**src/rtl/bilinear_interp_pkg.sv**
```systemverilog
// Shared constants, pipeline sideband type and output saturation helper for bilinear_interp.
package bilinear_interp_pkg;

    localparam int unsigned DATA_W    = 8;
    localparam int unsigned FRAC_W    = 9;
    localparam int unsigned COEF_W    = FRAC_W + 1;
    localparam int unsigned DST_SIZE  = 256;
    localparam int unsigned HSUM_W    = 18;
    localparam int unsigned ACC_W     = 27;
    localparam int unsigned RND_SHIFT = 2 * FRAC_W;
    localparam logic [ACC_W:0] ROUND_CONST = (ACC_W + 1)'(1) << (2 * FRAC_W - 1);

    typedef struct packed {
        logic              valid;
        logic [COEF_W-1:0] c1;
        logic [COEF_W-1:0] c2;
        logic [COEF_W-1:0] c3;
        logic [COEF_W-1:0] c4;
    } stage_t;

    // Drop the fractional bits of a rounded accumulator and clip to the pixel range.
    function automatic logic [DATA_W-1:0] sat_pixel(input logic [ACC_W:0] v);
        logic [ACC_W-RND_SHIFT:0] q;
        q = v[ACC_W:RND_SHIFT];
        if (|q[ACC_W-RND_SHIFT:DATA_W]) begin
            return '1;
        end
        return q[DATA_W-1:0];
    endfunction

endpackage

```
**src/rtl/bilerp_mac2.sv**
```systemverilog
// Registered two-term weighted sum a*w0 + b*w1, truncated to OUT_W bits.
module bilerp_mac2 #(
    parameter int unsigned A_W   = 8,
    parameter int unsigned W_W   = 10,
    parameter int unsigned OUT_W = 18
) (
    input  logic             clk,
    input  logic             rst_n,
    input  logic [A_W-1:0]   a,
    input  logic [A_W-1:0]   b,
    input  logic [W_W-1:0]   w0,
    input  logic [W_W-1:0]   w1,
    output logic [OUT_W-1:0] sum
);

    logic [OUT_W-1:0] sum_d;

    always_comb begin
        sum_d = OUT_W'(a) * OUT_W'(w0) + OUT_W'(b) * OUT_W'(w1);
    end

    always_ff @(posedge clk or negedge rst_n) begin
        if (!rst_n) begin
            sum <= '0;
        end else begin
            sum <= sum_d;
        end
    end

endmodule

```
**src/rtl/bilinear_interp.sv**
```systemverilog
// Bilinear interpolation pipeline: clamp/address, memory read, horizontal and vertical
// blend, round/saturate, plus the destination raster counter.
module bilinear_interp #(
    parameter int unsigned DATA_W   = 8,
    parameter int unsigned FRAC_W   = 9,
    parameter int unsigned ADDR_W   = 16,
    parameter int unsigned DST_SIZE = 256
) (
    input  logic              clk,
    input  logic              rst_n,
    input  logic [7:0]        src_width,
    input  logic              in_valid,
    input  logic [9:0]        coordinate_x,
    input  logic [9:0]        coordinate_y,
    input  logic [FRAC_W:0]   coefficient1,
    input  logic [FRAC_W:0]   coefficient2,
    input  logic [FRAC_W:0]   coefficient3,
    input  logic [FRAC_W:0]   coefficient4,
    output logic [ADDR_W-1:0] rd_addr0,
    output logic [ADDR_W-1:0] rd_addr1,
    output logic [ADDR_W-1:0] rd_addr2,
    output logic [ADDR_W-1:0] rd_addr3,
    input  logic [DATA_W-1:0] rd_data0,
    input  logic [DATA_W-1:0] rd_data1,
    input  logic [DATA_W-1:0] rd_data2,
    input  logic [DATA_W-1:0] rd_data3,
    output logic [7:0]        pix_out,
    output logic              pix_valid,
    output logic [7:0]        out_x,
    output logic [7:0]        out_y,
    output logic              frame_done
);

    import bilinear_interp_pkg::*;

    localparam logic [7:0] CNT_LAST = 8'(DST_SIZE - 1);

    logic [9:0]        lim;
    logic [9:0]        x0, x1, y0, y1;
    logic [ADDR_W-1:0] row0, row1;

    always_comb begin
        lim  = {2'b00, src_width} - 10'd1;
        x0   = (coordinate_x > lim) ? lim : coordinate_x;
        y0   = (coordinate_y > lim) ? lim : coordinate_y;
        x1   = (x0 >= lim) ? lim : x0 + 10'd1;
        y1   = (y0 >= lim) ? lim : y0 + 10'd1;
        row0 = ADDR_W'(y0) * ADDR_W'(src_width);
        row1 = ADDR_W'(y1) * ADDR_W'(src_width);
    end

    stage_t st_a, st_b, st_c;
    logic   vld_d;

    always_ff @(posedge clk or negedge rst_n) begin
        if (!rst_n) begin
            rd_addr0 <= '0;
            rd_addr1 <= '0;
            rd_addr2 <= '0;
            rd_addr3 <= '0;
            st_a     <= '0;
            st_b     <= '0;
            st_c     <= '0;
            vld_d    <= 1'b0;
        end else begin
            st_a.valid <= in_valid;
            if (in_valid) begin
                rd_addr0 <= row0 + ADDR_W'(x0);
                rd_addr1 <= row0 + ADDR_W'(x1);
                rd_addr2 <= row1 + ADDR_W'(x0);
                rd_addr3 <= row1 + ADDR_W'(x1);
                st_a.c1  <= coefficient1;
                st_a.c2  <= coefficient2;
                st_a.c3  <= coefficient3;
                st_a.c4  <= coefficient4;
            end
            // st_b lines up with rd_data; st_c lines up with the horizontal sums.
            st_b  <= st_a;
            st_c  <= st_b;
            vld_d <= st_c.valid;
        end
    end

    logic [HSUM_W-1:0] top_sum, bot_sum;
    logic [ACC_W-1:0]  acc;

    bilerp_mac2 #(
        .A_W   (DATA_W),
        .W_W   (COEF_W),
        .OUT_W (HSUM_W)
    ) u_mac_top (
        .clk   (clk),
        .rst_n (rst_n),
        .a     (rd_data0),
        .b     (rd_data1),
        .w0    (st_b.c1),
        .w1    (st_b.c2),
        .sum   (top_sum)
    );

    bilerp_mac2 #(
        .A_W   (DATA_W),
        .W_W   (COEF_W),
        .OUT_W (HSUM_W)
    ) u_mac_bot (
        .clk   (clk),
        .rst_n (rst_n),
        .a     (rd_data2),
        .b     (rd_data3),
        .w0    (st_b.c1),
        .w1    (st_b.c2),
        .sum   (bot_sum)
    );

    bilerp_mac2 #(
        .A_W   (HSUM_W),
        .W_W   (COEF_W),
        .OUT_W (ACC_W)
    ) u_mac_vert (
        .clk   (clk),
        .rst_n (rst_n),
        .a     (top_sum),
        .b     (bot_sum),
        .w0    (st_c.c3),
        .w1    (st_c.c4),
        .sum   (acc)
    );

    logic [7:0] pix_d;
    logic [7:0] cnt_x, cnt_y;
    logic       cnt_x_last, cnt_last;

    always_comb begin
        pix_d      = sat_pixel({1'b0, acc} + ROUND_CONST);
        cnt_x_last = (cnt_x == CNT_LAST);
        cnt_last   = cnt_x_last && (cnt_y == CNT_LAST);
    end

    always_ff @(posedge clk or negedge rst_n) begin
        if (!rst_n) begin
            pix_out    <= '0;
            pix_valid  <= 1'b0;
            frame_done <= 1'b0;
            out_x      <= '0;
            out_y      <= '0;
            cnt_x      <= '0;
            cnt_y      <= '0;
        end else begin
            pix_valid  <= vld_d;
            frame_done <= vld_d && cnt_last;
            if (vld_d) begin
                pix_out <= pix_d;
                out_x   <= cnt_x;
                out_y   <= cnt_y;
                cnt_x   <= cnt_x_last ? 8'd0 : cnt_x + 8'd1;
                if (cnt_x_last) begin
                    cnt_y <= cnt_last ? 8'd0 : cnt_y + 8'd1;
                end
            end
        end
    end

endmodule

```
**config.mk**
```make
export PLATFORM = sky130hd
export DESIGN_NAME = bilinear_interp
export DESIGN_NICKNAME = d
export VERILOG_FILES = /design/src/rtl/bilinear_interp_pkg.sv /design/src/rtl/bilerp_mac2.sv /design/src/rtl/bilinear_interp.sv
export SDC_FILE = /design/constraint.sdc
export NUM_CORES = 2
export LEC_CHECK = 0
export CAP_MARGIN = 20
export CORE_MARGIN = 1
export CORE_UTILIZATION = 65
export CTS_CLUSTER_DIAMETER = 100
export DETAILED_ROUTE_END_ITERATION = 8
export HOLD_SLACK_MARGIN = 0.08
export PLACE_DENSITY = 0.91
export SLEW_MARGIN = 25
export SYNTH_ARGS = -nofsm -noshare
export SYNTH_HDL_FRONTEND = slang
export SYNTH_SLANG_ARGS = --single-unit
```
**constraint.sdc**
```tcl
create_clock -name clk -period 10.39 [get_ports clk]
set_input_delay 2.5975 -clock clk [delete_from_list [all_inputs] [get_ports clk]]
set_output_delay 2.5975 -clock clk [all_outputs]
set_load 0.005 [all_outputs]
```
**Yosys cells after proc, flatten, opt, wreduce, memory -nomap -nowiden**

Index checks and enable logic that the tools add are counted.

- Add/sub/neg operators: 13
- Multiply operators: 8
- $lt $le $gt $ge: 4
- Eq/ne operators: 2
- Muxes and demuxes: 9
- Reductions and logical operators: 4

Operator list:

| cell | number |
|---|---|
| multiplier 8 x 10 -> 18 bit | 4 |
| adder 16 x 10 -> 16 bit | 4 |
| multiplier 18 x 10 -> 27 bit | 2 |
| two-way mux 10 bit | 4 |
| adder 18 bit | 2 |
| multiplier 10 x 8 -> 16 bit | 2 |
| two-way mux 8 bit | 4 |
| adder 27 x 18 -> 28 bit (second input constant) | 1 |
| adder 27 bit | 1 |
| adder 10 x 1 -> 10 bit (second input constant) | 2 |
| >= comparator 10 bit | 2 |
| > comparator 10 bit | 2 |
| adder 8 x 1 -> 8 bit (second input constant) | 2 |
| equality test 8 bit (second input constant) | 2 |
| subtractor 8 x 1 -> 9 bit (second input constant) | 1 |
| logical AND 1 bit | 2 |
| AND reduction 2 bit | 1 |
| OR reduction 2 bit | 1 |
| two-way mux 1 bit | 1 |

- Bits in registers: 273
- Word-level logic and storage cells: 68

**Longest topological paths before layout**

- Depth after elaboration: 7
- Depth in mapped cells: 48
- Gate-level depth less buffers: 45

**By module**

A second synthesis with hierarchy kept.

- Cells, all modules: 4,127
- Area total of the unflattened synthesis: 39,432.8 sq um

Modules (own cells, without submodules):

| module | instances | cells an instance | area each (sq um) | seq. area each (sq um) |
|---|---|---|---|---|
| bilinear_interp | 1 | 1,571 | 15,765.1 | 5,255.0 |
| bilerp_mac2 at u_mac_vert | 1 | 1,308 | 12,084.1 | 675.6 |
| bilerp_mac2 at u_mac_bot ... | 2 | 624 | 5,791.8 | 450.4 |

**Worst setup path before layout**

No wires, ideal clock.

- Path kind: input-to-reg
- From: input src_width[1]
- To: register rd_addr2[15]
- Arrival time: 12,397 ps
- Required time: 10,319 ps
- Slack: -2,078 ps
- Stages: 43
- Path buffers: 2
- Path through: clkbuf_1 -> inv_1 -> ha_1 -> nor3b_1 -> xnor2_1 -> ha_1 -> a21oi_1 -> nand2_1 -> a211oi_1 -> o21bai_1 -> o21ai_1 -> buf_2 -> nand2_1 -> o21ai_1 -> inv_1 -> ha_1 -> nand2b_1 -> a21o_1 -> [7 not listed] -> fa_1 -> fa_1 -> inv_1 -> fa_1 -> inv_1 -> fa_1 -> inv_1 -> ha_1 -> a21oi_1 -> o21bai_1 -> xor2_1 -> ha_1 -> and3_1 -> a211oi_1 -> nor4_1 -> or4_1 -> o211a_1 -> nand3_1

- Cells in the longest elaborated chain, start to end: 7
- Elaborated cells between the ends (all ways): 10

RTL lines:

| element | RTL line | source |
|---|---|---|
| from (decl) | bilinear_interp.sv:11 | `input logic [7:0] src_width,` |
| subtractor 8 x 1 -> 9 bit | bilinear_interp.sv:43 | `lim = {2'b00, src_width} - 10'd1;` |
| > comparator 10 bit | bilinear_interp.sv:45 | `y0 = (coordinate_y > lim) ? lim : coordinate_y;` |
| two-way mux 10 bit | bilinear_interp.sv:45 |  |
| adder 10 x 1 -> 10 bit or >= comparator 10 bit (tied branches) | bilinear_interp.sv:47 | `y1 = (y0 >= lim) ? lim : y0 + 10'd1;` |
| two-way mux 10 bit | bilinear_interp.sv:47 |  |
| multiplier 10 x 8 -> 16 bit | bilinear_interp.sv:49 | `row1 = ADDR_W'(y1) * ADDR_W'(src_width);` |
| adder 16 x 10 -> 16 bit * | bilinear_interp.sv:70 | `rd_addr2 <= row1 + ADDR_W'(x0);` |
| to (signal assigned) | bilinear_interp.sv:70 |  |
| to (decl) | bilinear_interp.sv:21 | `output logic [ADDR_W-1:0] rd_addr2,` |

Every way passes the cells marked *; elsewhere a longest branch is shown, timed or not.
A chain may end at the register's enable or synchronous reset.

**Worst setup path in the final report**

Ends and elaborated chain as after synthesis.

==> flow_metrics.env <==
export IMPL_status="finished, violations left"
export IMPL_failed_checks="setup timing"
export IMPL_holdPathEnd="st_b[40]$_DFF_PN0_"
export IMPL_tightest_slew_ps=952
export IMPL_worst_path_most_repeated_cell="ha_4"
export IMPL_fin_crit_sh_pct=106
export IMPL_synth_cells=4002
export IMPL_synth_cell_types=73
export IMPL_cts_tree="built"
export IMPL_io_pins=193
export IMPL_hpwl_um=79300
export IMPL_cts_buffers_inserted=31
export IMPL_ant_nets=0
export IMPL_htreeDepth=1
export IMPL_fin_area_mm2=0.0444
export IMPL_min_path_cells=0
export IMPL_critPathMaxStageDelay_ps=530
export IMPL_num_rows=88
export IMPL_routedWlPerCell_um=20.1
export IMPL_synth_top_area_share_pct=33.7
export IMPL_die_area_mm2=0.0598
export IMPL_io_buffers=192
export IMPL_reg2regPathDepth=22
export IMPL_dpl_cell_area_mm2=0.0425
export IMPL_drv_cap=0
export IMPL_gp_congestion=0.987
export IMPL_setup_ws_ps=-596
export IMPL_grt_pass1_wl_um=165000
export IMPL_setup_viol=12
export IMPL_synth_edf_count=0
export IMPL_firstDrtPassIters=6
export IMPL_final_cell_count_no_fill=5104
export IMPL_hp_start="st_a[40]$_DFF_PN0_"
export IMPL_grt_pass1_vias=33000
export IMPL_layout_common_cells="735 x inv_1, 642 x fa_1, 505 x nand2_1, 407 x and2_1, 354 x ha_1"
export IMPL_fp_dieW_um=244
export IMPL_grt_use_total_pct=34.8
export IMPL_clock_root_buffer="clkbuf_16"
export IMPL_drv_slew=0
export IMPL_cts_buffer_depth=3
export IMPL_dominantRegCellSynth="dfrtp_1"
export IMPL_postSynthAreaPerCell_um2=9.55
export IMPL_fin_nets=5434
export IMPL_cp_start_kind="input port"
export IMPL_synth_seq_cells=256
export IMPL_async_flop_share_pct=100
export IMPL_drt_initial_drc_count=2399
export IMPL_synthTopCellsByArea="fa_1 34%, dfrtp_1 17%, ha_1 12%"
export IMPL_worst_ep_required_time_ps=10900
export IMPL_slowest_stage="fa_1"
export IMPL_vias=30200
export IMPL_dp_cells=5015
export IMPL_max_freq_mhz=91.0
export IMPL_final_common_cell="inv_1"
export IMPL_cp_max_fo=6
export IMPL_skew_ps=27.4
export IMPL_r2r_slack_ps=2820
export IMPL_vias_per_cell=5.91
export IMPL_synthesis_nets=5121
export IMPL_clk_latency_ps=600
export IMPL_yosys_warnings=0
export IMPL_numClockSinks=256
export IMPL_synth_area_mm2=0.0382
export IMPL_cts_hold_buf=0
export IMPL_area_growth_pct=16.3
export IMPL_grt_setup_unrepaired="yes"
export IMPL_overflow=0
export IMPL_ys_seq_area_share_pct=16.8
export IMPL_min_period_ps=10990
export IMPL_clkTransAtPathRegs_ps=60
export IMPL_yosysTopAreaCell="fa_1"
export IMPL_finalSetupTns_ps=-3780
export IMPL_critPathKind="in2reg"
export IMPL_hold_class="reg2reg"
export IMPL_filler_cell_count=3457
export IMPL_drc=0
export IMPL_slew_limit_headroom_pct=36.5
export IMPL_arrival_ps=11500
export IMPL_initial_core_util_pct=66.0
export IMPL_r2r_end="u_mac_vert.sum[26]$_DFF_PN0_"
export IMPL_r2r_start="st_c[15]$_DFF_PN0_"
export IMPL_endpoint_kind="flop"
export IMPL_coreArea_mm2=0.0579
export IMPL_final_hold_viol_count=0
export IMPL_drive_above_1_share_pct=12.7
export IMPL_grt_start_max_net_pins=155
export IMPL_drt_total_wl_um=103000
export IMPL_antenna_found_initial=1
export IMPL_die_h_um=244
## worst max path at each step
stage                                     endpoint          from  cells after the start  slack (ps)
final                     rd_addr2[15]$_DFFE_PN0P_  src_width[1]                     44        -600
after global routing      rd_addr2[15]$_DFFE_PN0P_  src_width[1]                     44        -880
after CTS                 rd_addr3[15]$_DFFE_PN0P_  src_width[0]                     39        -390
after detailed placement  rd_addr3[15]$_DFFE_PN0P_  src_width[0]                     45       -1670
after global placement    rd_addr2[15]$_DFFE_PN0P_  src_width[2]                     41       -1340
after floorplan           rd_addr2[15]$_DFFE_PN0P_  src_width[3]                     42        -800
## worst max-delay path: cells and delay by family
family,cells,cell delay (ps)
AOI/OAI and AO/OA,17,3200
adders and majority gates,9,3100
and+or+nand+nor,9,1560
buffers and inverters,7,600
xor gates and xnor gates,2,410
## metal layers
metal  global-route usage (%)  wire, um  up-vias
met1                     43.3     36900    15100
li1                         -         -    13000
met4                     18.0      6200        0
met3                     5.21      8410      513
met5                        0         0        -
met2                     59.2     51200     1622
## sequential cells by signal, indices dropped and copies added (netlist names), 10 cells and up
signal          cells
u_mac_vert.sum     10
rd_addr3           16
rd_addr2           16
st_b               41
st_a               41
rd_addr0           16
st_c               21
u_mac_top.sum      18
u_mac_bot.sum      18
rd_addr1           16
## cell usage after synthesis, drive strengths merged (3+ instances only)
master   instances
o21bai          17
nor2            95
o221ai           5
mux2            88
nand3           42
o211a            6
dfrtp          256
nand4           16
inv            752
or3              5
fa             643
buf              6
o2bb2ai          3
a211o            3
mux2i           21
xnor2          116
o21a             6
nand2b          10
and2           417
o31ai            8
a211oi          12
a21boi          11
a31oi            7
nor2b           16
a22oi            4
or2              5
o2111a           3
nand2          517
a21oi          110
o211ai           8
xor2            39
a21o            35
and3            29
o31a             4
o21ai           79
o2111ai          3
a221oi           6
clkbuf         149
nor4             8
ha             373
nor3            40
## cell type report
class / instances / area [um^2] / share of cell area [%]
multi-input combinational: 2839 / 29400 / 66.2
sequential: 256 / 6410 / 14.4
timing repair buffer: 435 / 3830 / 8.61
inverter: 752 / 2830 / 6.37
tap: 765 / 957 / 2.15
clock buffer: 40 / 850 / 1.91
clock inverter: 16 / 166 / 0.374
antenna: 1 / 2.50 / 0.00563
## logic make-up (layout without fill, tap and decap cells)
family	count (synthesis)	count (layout)	synth area share, %
mux	109	109	3.14
other cells	0	1	0
simple gates	1207	1207	15.6
flops	256	256	16.8
buf+inv	907	1243	8.95
compound gates	349	349	5.90
xor+xnor	157	157	3.72
fa+ha+maj	1017	1017	45.9
## timing repair
action	in CTS	in global routing
pin swaps	62	57
gates cloned	0	0
endpoints found under the setup margin	20	18
hold endpoints to repair	0	0
gates resized for setup	85	86
setup buffers	23	14
## stage by stage
stage               setup WS [ps]  utilization, %  hold slack [ps]
floorplan                    -800               -              331
global placement            -1340            73.4              332
detailed placement          -1670            73.4              335
CTS                          -385            75.9              348
global route                 -875            76.7              355
finish                       -596            76.7              347
Power is not shown: default switching activity piles up to over one toggle a cycle in this logic, so the estimate is an artifact.
